$ cat src/rtl/aes_pkg.sv
`default_nettype none
// ============================================================================
// Module      : aes_pkg
// Description : Shared AES types, GF(2^8) xtime helper and column indexing.
// Revision    : 1.0 - initial release
// ============================================================================
package aes_pkg;

  localparam logic [7:0] AES_POLY = 8'h1B;

  typedef logic [7:0]   aes_byte_t;
  typedef logic [31:0]  aes_col_t;
  typedef logic [127:0] aes_state_t;

  typedef enum logic [1:0] {
    IDLE = 2'd0,
    BUSY = 2'd1,
    DONE = 2'd2
  } mc_state_t;

  function automatic aes_byte_t xtime(input aes_byte_t b);
    return {b[6:0], 1'b0} ^ (b[7] ? AES_POLY : 8'h00);
  endfunction

  // MSB bit position of column c within a 128-bit state (column 0 at the top)
  function automatic logic [6:0] col_msb(input logic [1:0] c);
    return 7'd127 - {c, 5'd0};
  endfunction

endpackage
`default_nettype wire

$ cat src/rtl/mix_columns_engine_unit.sv
`default_nettype none
// ============================================================================
// Module      : mix_column_unit
// Description : Combinational single-column MixColumns / InvMixColumns.
// Revision    : 1.0 - initial release
// ============================================================================
module mix_column_unit
  import aes_pkg::*;
#(
  parameter bit ENABLE_INV = 1'b1
) (
  input  logic [31:0] col,
  input  logic        inv,
  output logic [31:0] col_out
);

  aes_byte_t w_a  [4];
  aes_byte_t w_x2 [4];
  aes_col_t  w_fwd;

  always_comb begin
    w_fwd = '0;
    for (int i = 0; i < 4; i++) begin
      w_a[i]  = col[31-8*i -: 8];
      w_x2[i] = xtime(w_a[i]);
    end
    // Row i: 02*a[i] ^ 03*a[i+1] ^ a[i+2] ^ a[i+3]
    for (int i = 0; i < 4; i++) begin
      w_fwd[31-8*i -: 8] = w_x2[i] ^ w_x2[(i+1)%4] ^ w_a[(i+1)%4]
                         ^ w_a[(i+2)%4] ^ w_a[(i+3)%4];
    end
  end

  generate
    if (ENABLE_INV) begin : g_inv
      aes_byte_t w_x4 [4];
      aes_byte_t w_x8 [4];
      aes_byte_t w_m9 [4];
      aes_byte_t w_mb [4];
      aes_byte_t w_md [4];
      aes_byte_t w_me [4];
      aes_col_t  w_inv_col;

      always_comb begin
        w_inv_col = '0;
        for (int i = 0; i < 4; i++) begin
          w_x4[i] = xtime(w_x2[i]);
          w_x8[i] = xtime(w_x4[i]);
          w_m9[i] = w_x8[i] ^ w_a[i];
          w_mb[i] = w_x8[i] ^ w_x2[i] ^ w_a[i];
          w_md[i] = w_x8[i] ^ w_x4[i] ^ w_a[i];
          w_me[i] = w_x8[i] ^ w_x4[i] ^ w_x2[i];
        end
        for (int i = 0; i < 4; i++) begin
          w_inv_col[31-8*i -: 8] = w_me[i] ^ w_mb[(i+1)%4]
                                 ^ w_md[(i+2)%4] ^ w_m9[(i+3)%4];
        end
      end

      assign col_out = inv ? w_inv_col : w_fwd;
    end else begin : g_no_inv
      logic w_unused_inv;
      assign w_unused_inv = inv;
      assign col_out      = w_fwd;
    end
  endgenerate

endmodule
`default_nettype wire

$ cat src/rtl/mix_columns_engine.sv
`default_nettype none
// ============================================================================
// Module      : mix_columns_engine
// Description : Sequential MixColumns/InvMixColumns engine with handshakes.
// Revision    : 1.0 - initial release
// ============================================================================
module mix_columns_engine
  import aes_pkg::*;
#(
  parameter int COLS_PER_CYCLE = 1,
  parameter bit ENABLE_INV     = 1'b1
) (
  input  logic         clk,
  input  logic         rst,
  input  logic         in_valid,
  output logic         in_ready,
  input  logic [127:0] in_state,
  input  logic         in_inv,
  output logic         out_valid,
  input  logic         out_ready,
  output logic [127:0] out_state,
  output logic         out_inv
);

  generate
    if (!(COLS_PER_CYCLE == 1 || COLS_PER_CYCLE == 2 || COLS_PER_CYCLE == 4)) begin : g_bad_cols
      $error("mix_columns_engine: COLS_PER_CYCLE must be 1, 2 or 4");
    end
  endgenerate

  localparam logic [1:0] c_step = 2'(COLS_PER_CYCLE);

  mc_state_t  r_state;
  mc_state_t  w_state_nxt;
  logic [1:0] r_cnt;
  aes_state_t r_work;
  aes_state_t w_work_nxt;
  logic       r_inv;
  logic       w_accept;
  logic       w_last;

  logic [1:0] w_idx     [COLS_PER_CYCLE];
  aes_col_t   w_col_in  [COLS_PER_CYCLE];
  aes_col_t   w_col_out [COLS_PER_CYCLE];

  generate
    for (genvar k = 0; k < COLS_PER_CYCLE; k++) begin : g_col
      assign w_idx[k]    = r_cnt + 2'(k);
      assign w_col_in[k] = r_work[col_msb(w_idx[k]) -: 32];

      mix_column_unit #(
        .ENABLE_INV (ENABLE_INV)
      ) u_unit (
        .col     (w_col_in[k]),
        .inv     (r_inv),
        .col_out (w_col_out[k])
      );
    end
  endgenerate

  always_comb begin
    w_work_nxt = r_work;
    for (int k = 0; k < COLS_PER_CYCLE; k++) begin
      w_work_nxt[col_msb(w_idx[k]) -: 32] = w_col_out[k];
    end
  end

  // The last column of the block is handled on this edge
  assign w_last   = ({1'b0, r_cnt} + 3'(COLS_PER_CYCLE)) == 3'd4;
  assign w_accept = in_valid & in_ready;

  always_comb begin
    w_state_nxt = r_state;
    in_ready    = 1'b0;
    out_valid   = 1'b0;
    case (r_state)
      IDLE: begin
        in_ready = 1'b1;
        if (in_valid) w_state_nxt = BUSY;
      end
      BUSY: begin
        if (w_last) w_state_nxt = DONE;
      end
      DONE: begin
        out_valid = 1'b1;
        in_ready  = out_ready;
        if (out_ready) w_state_nxt = in_valid ? BUSY : IDLE;
      end
      default: w_state_nxt = IDLE;
    endcase
  end

  always_ff @(posedge clk) begin
    if (rst) begin
      r_state <= IDLE;
      r_cnt   <= 2'd0;
      r_work  <= '0;
      r_inv   <= 1'b0;
    end else begin
      r_state <= w_state_nxt;
      if (w_accept) begin
        r_work <= in_state;
        r_inv  <= in_inv & ENABLE_INV;
        r_cnt  <= 2'd0;
      end else if (r_state == BUSY) begin
        r_work <= w_work_nxt;
        r_cnt  <= r_cnt + c_step;
      end
    end
  end

  assign out_state = r_work;
  assign out_inv   = r_inv;

endmodule
`default_nettype wire

$ cat config.mk
export PLATFORM = sky130hd
export DESIGN_NAME = mix_columns_engine
export DESIGN_NICKNAME = d
export VERILOG_FILES = /design/src/rtl/aes_pkg.sv /design/src/rtl/mix_columns_engine_unit.sv /design/src/rtl/mix_columns_engine.sv
export SDC_FILE = /design/constraint.sdc
export NUM_CORES = 1
export LEC_CHECK = 0
export CAP_MARGIN = 30
export CORE_MARGIN = 4
export CORE_UTILIZATION = 50
export DETAILED_ROUTE_END_ITERATION = 8
export PLACE_DENSITY = 0.81
export REMOVE_ABC_BUFFERS = 1
export SYNTH_ARGS = -nofsm -noshare
export SYNTH_HDL_FRONTEND = slang
export SYNTH_HIERARCHICAL = 1
export SYNTH_SLANG_ARGS = --single-unit
$ cat constraint.sdc
create_clock -name clk -period 7.6 [get_ports clk]
set_input_delay 1.14 -clock clk [delete_from_list [all_inputs] [get_ports clk]]
set_output_delay 1.14 -clock clk [all_outputs]
set_load 0.1 [all_outputs]
==> results.ini <==
[outcome]
status = completed

[drt]
vias = 11800
wl_per_cell_um = 24.8
drtIter0Drc = 1155
wl_mm = 43.7
drc = 0
dr.pass1.iters = 5
ant_nets = 0
viasPerCell = 6.71

[sta]
fmax_ghz = 0.218
setup_viol = 0
finalCriticalPeriod_ns = 4.59
drv_slew = 0
hold_violations = 0
relSlewSlack = 0.290
rsz0062_at_grt = no
fin_crit_sh = 0.604
worst_slack_ns = 3.01
tightest_slew_ns = 1.06
fin_skew_ns = 0.00997

[setup_path]
crit_family = buffers and inverters
end_kind = primary output
crit_chain = clkdlybuf4s50_1 -> nor2b_4 -> buf_4 -> nor2_1 -> clkdlybuf4s50_1
cp_num_buf_inv = 3
required_ns = 6.46
cpMaxStageDelayCell = clkdlybuf4s50_1
worst-setup-path-type = in2out
start_kind = input port
cp_data_arrival_time_ns = 3.45
cp_common_cell = clkdlybuf4s50_1
max_stage_delay_ns = 1.15
crit_fanout = 64

[synthesis]
yosysUniqueCellTypes = 46
yosysSeqAreaShare = 0.209
ys.warnings.count = 6
ys_ff_latch = 133
synthesis.area_um2 = 12800
synth-async-reset-ratio = 0
synth_edf_count = 0
synth_ff_type = dfxtp_1
avgSynthCellArea_um2 = 9.84
syn_inst = 1298

[clocking]
cts_hold_buf = 0
cts_resized = 0
cts_buffers = 17
post_cts_buffers = 0
clk_path_buf_depth = 2
clock_latency_ns = 0.43
cts-root-buf = clkbuf_16
cts_tree = built
clock_sinks = 133
cts.htree.levels = 4
cts.clk_slew.worst_paths_ns = 0.06

[layout]
multi_input_area_um2 = 8680
drive_above_1_share = 0.163
final_nets = 1560
seq_area_um2 = 2670
design_area_um2 = 15700
fin_cells = 1765
nFillCells = 2081
area_delta_synth_final_pct = 22.9
diodes = 0

[floorplan]
start_util = 0.507
dieArea_um2 = 28200
row_count = 58
core_area_um2 = 25200
die-height_um = 168
fp.dieW_um = 168
ios = 264

[pwr]
finalPower_mw = 6.65
cellPowerDensity_nw_per_um2 = 424
p_leak_nw = 5.10
ir_worst_vdd_uv = 253

[global_route]
grt_pass1_wl_mm = 67.5
first_global_vias = 11900
track_usage = 0.299
grt_max_degree = 102
grt_remaining_overflow = 0
antenna_found_initial = 0

[placed_design]
post-place-cells = 1733
place_ws_ns = 3.00
placed_area_um2 = 15100
gp_congestion = 0.937
buffer_ports.inserted = 263
dp_hpwl_mm = 28.8

[min_path]
hold_class = reg2reg

[job]
maxCapViolCount = 0

==> state kept, by name (all words and copies together), names as in the netlist <==
name	cells
out_state	128
r_cnt	2
r_state	2
out_inv	1
==> synth_stat cells, types with 11 or more instances <==
cell	number	area share
o311ai_1	13	0.0089
a221oi_1	17	0.012
o311ai_0	83	0.057
xnor2_1	130	0.089
or4b_1	128	0.10
nand2_1	11	0.0032
xor2_1	50	0.034
mux4_2	32	0.056
o211ai_1	160	0.094
inv_1	132	0.039
a221oi_2	111	0.13
dfxtp_1	133	0.21
nand2b_1	36	0.018
buf_6	21	0.019
buf_2	77	0.030
clkbuf_1	67	0.020
==> area by class of cell <==
type,count,share of cell area
inverter,133,0.0318
clock inverter,14,0.0112
clock buffer,18,0.0280
sequential,133,0.170
tap,330,0.0263
multi-input combinational,850,0.553
timing repair buffer,287,0.179
==> path summary, 6_finish.rpt <==
path                                     from             to  slack [ns]  cells after the start
worst max-delay path                out_ready       in_ready        3.01                      5
worst min-delay path            out_state[24]  out_state[24]        0.48                      2
worst max register to register       r_cnt[1]  out_state[99]        3.41                     10
worst min register to register  out_state[24]  out_state[24]        0.48                      2
==> report_power, final <==
| part | internal [mW] | total (mW) | switching, mW |
|---|---|---|---|
| Clock | 0.529 | 0.880 | 0.352 |
| Combinational | 1.83 | 4.83 | 3.00 |
| Sequential | 0.816 | 0.939 | 0.123 |
| Total | 3.17 | 6.65 | 3.47 |
==> tightest hold or removal path, delay by kind of cell (launching register included) <==
family,cells,cell delay (ns)
DFF,1,0.32
buffers and inverters,1,0.06
AOI/OAI and AO/OA,1,0.05
==> through the flow <==
stage,hold WS (ns),utilization,setup TNS (ns)
2_1_floorplan,0.900,-,-1.72
3_3_place_gp,0.462,0.599,0
6_report,0.475,0.623,0
4_1_cts,0.474,0.623,0
3_5_place_dp,0.464,0.599,0
5_1_grt,0.499,0.623,0
==> cells in the final DEF (no fill, tap or decap), types with 25 or more instances in the layout <==
cell             synthesis  routed
o311ai_0                83      83
dfxtp_1                133     129
o211ai_1               160     160
xor2_1                  50      50
nand2b_1                36      34
or4b_1                 128     128
inv_1                  132     132
a221oi_2               111     111
xnor2_1                130     130
clkdlybuf4s50_1          0     261
mux4_2                  32      32
buf_4                   10      25
==> per-layer routing <==
metal  share of wire  global-route usage  vias to the layer above
li1                -                   -                     5316
met1            0.42               0.399                     5810
met2            0.47               0.480                      635
met3           0.087              0.0634                       88
met4           0.027               0.109                        0
met5               0                   0                        -
==> kinds of logic (layout without fill, tap and decap cells) <==
family	after synthesis	after routing	synth area share
buf+inv	315	452	0.116
xor+xnor	204	204	0.162
simple gates	199	199	0.133
mux	41	41	0.0642
compound gates	401	401	0.311
flops	133	133	0.209
fa+ha+maj	5	5	0.00490
(Power assumes the default switching activity.)
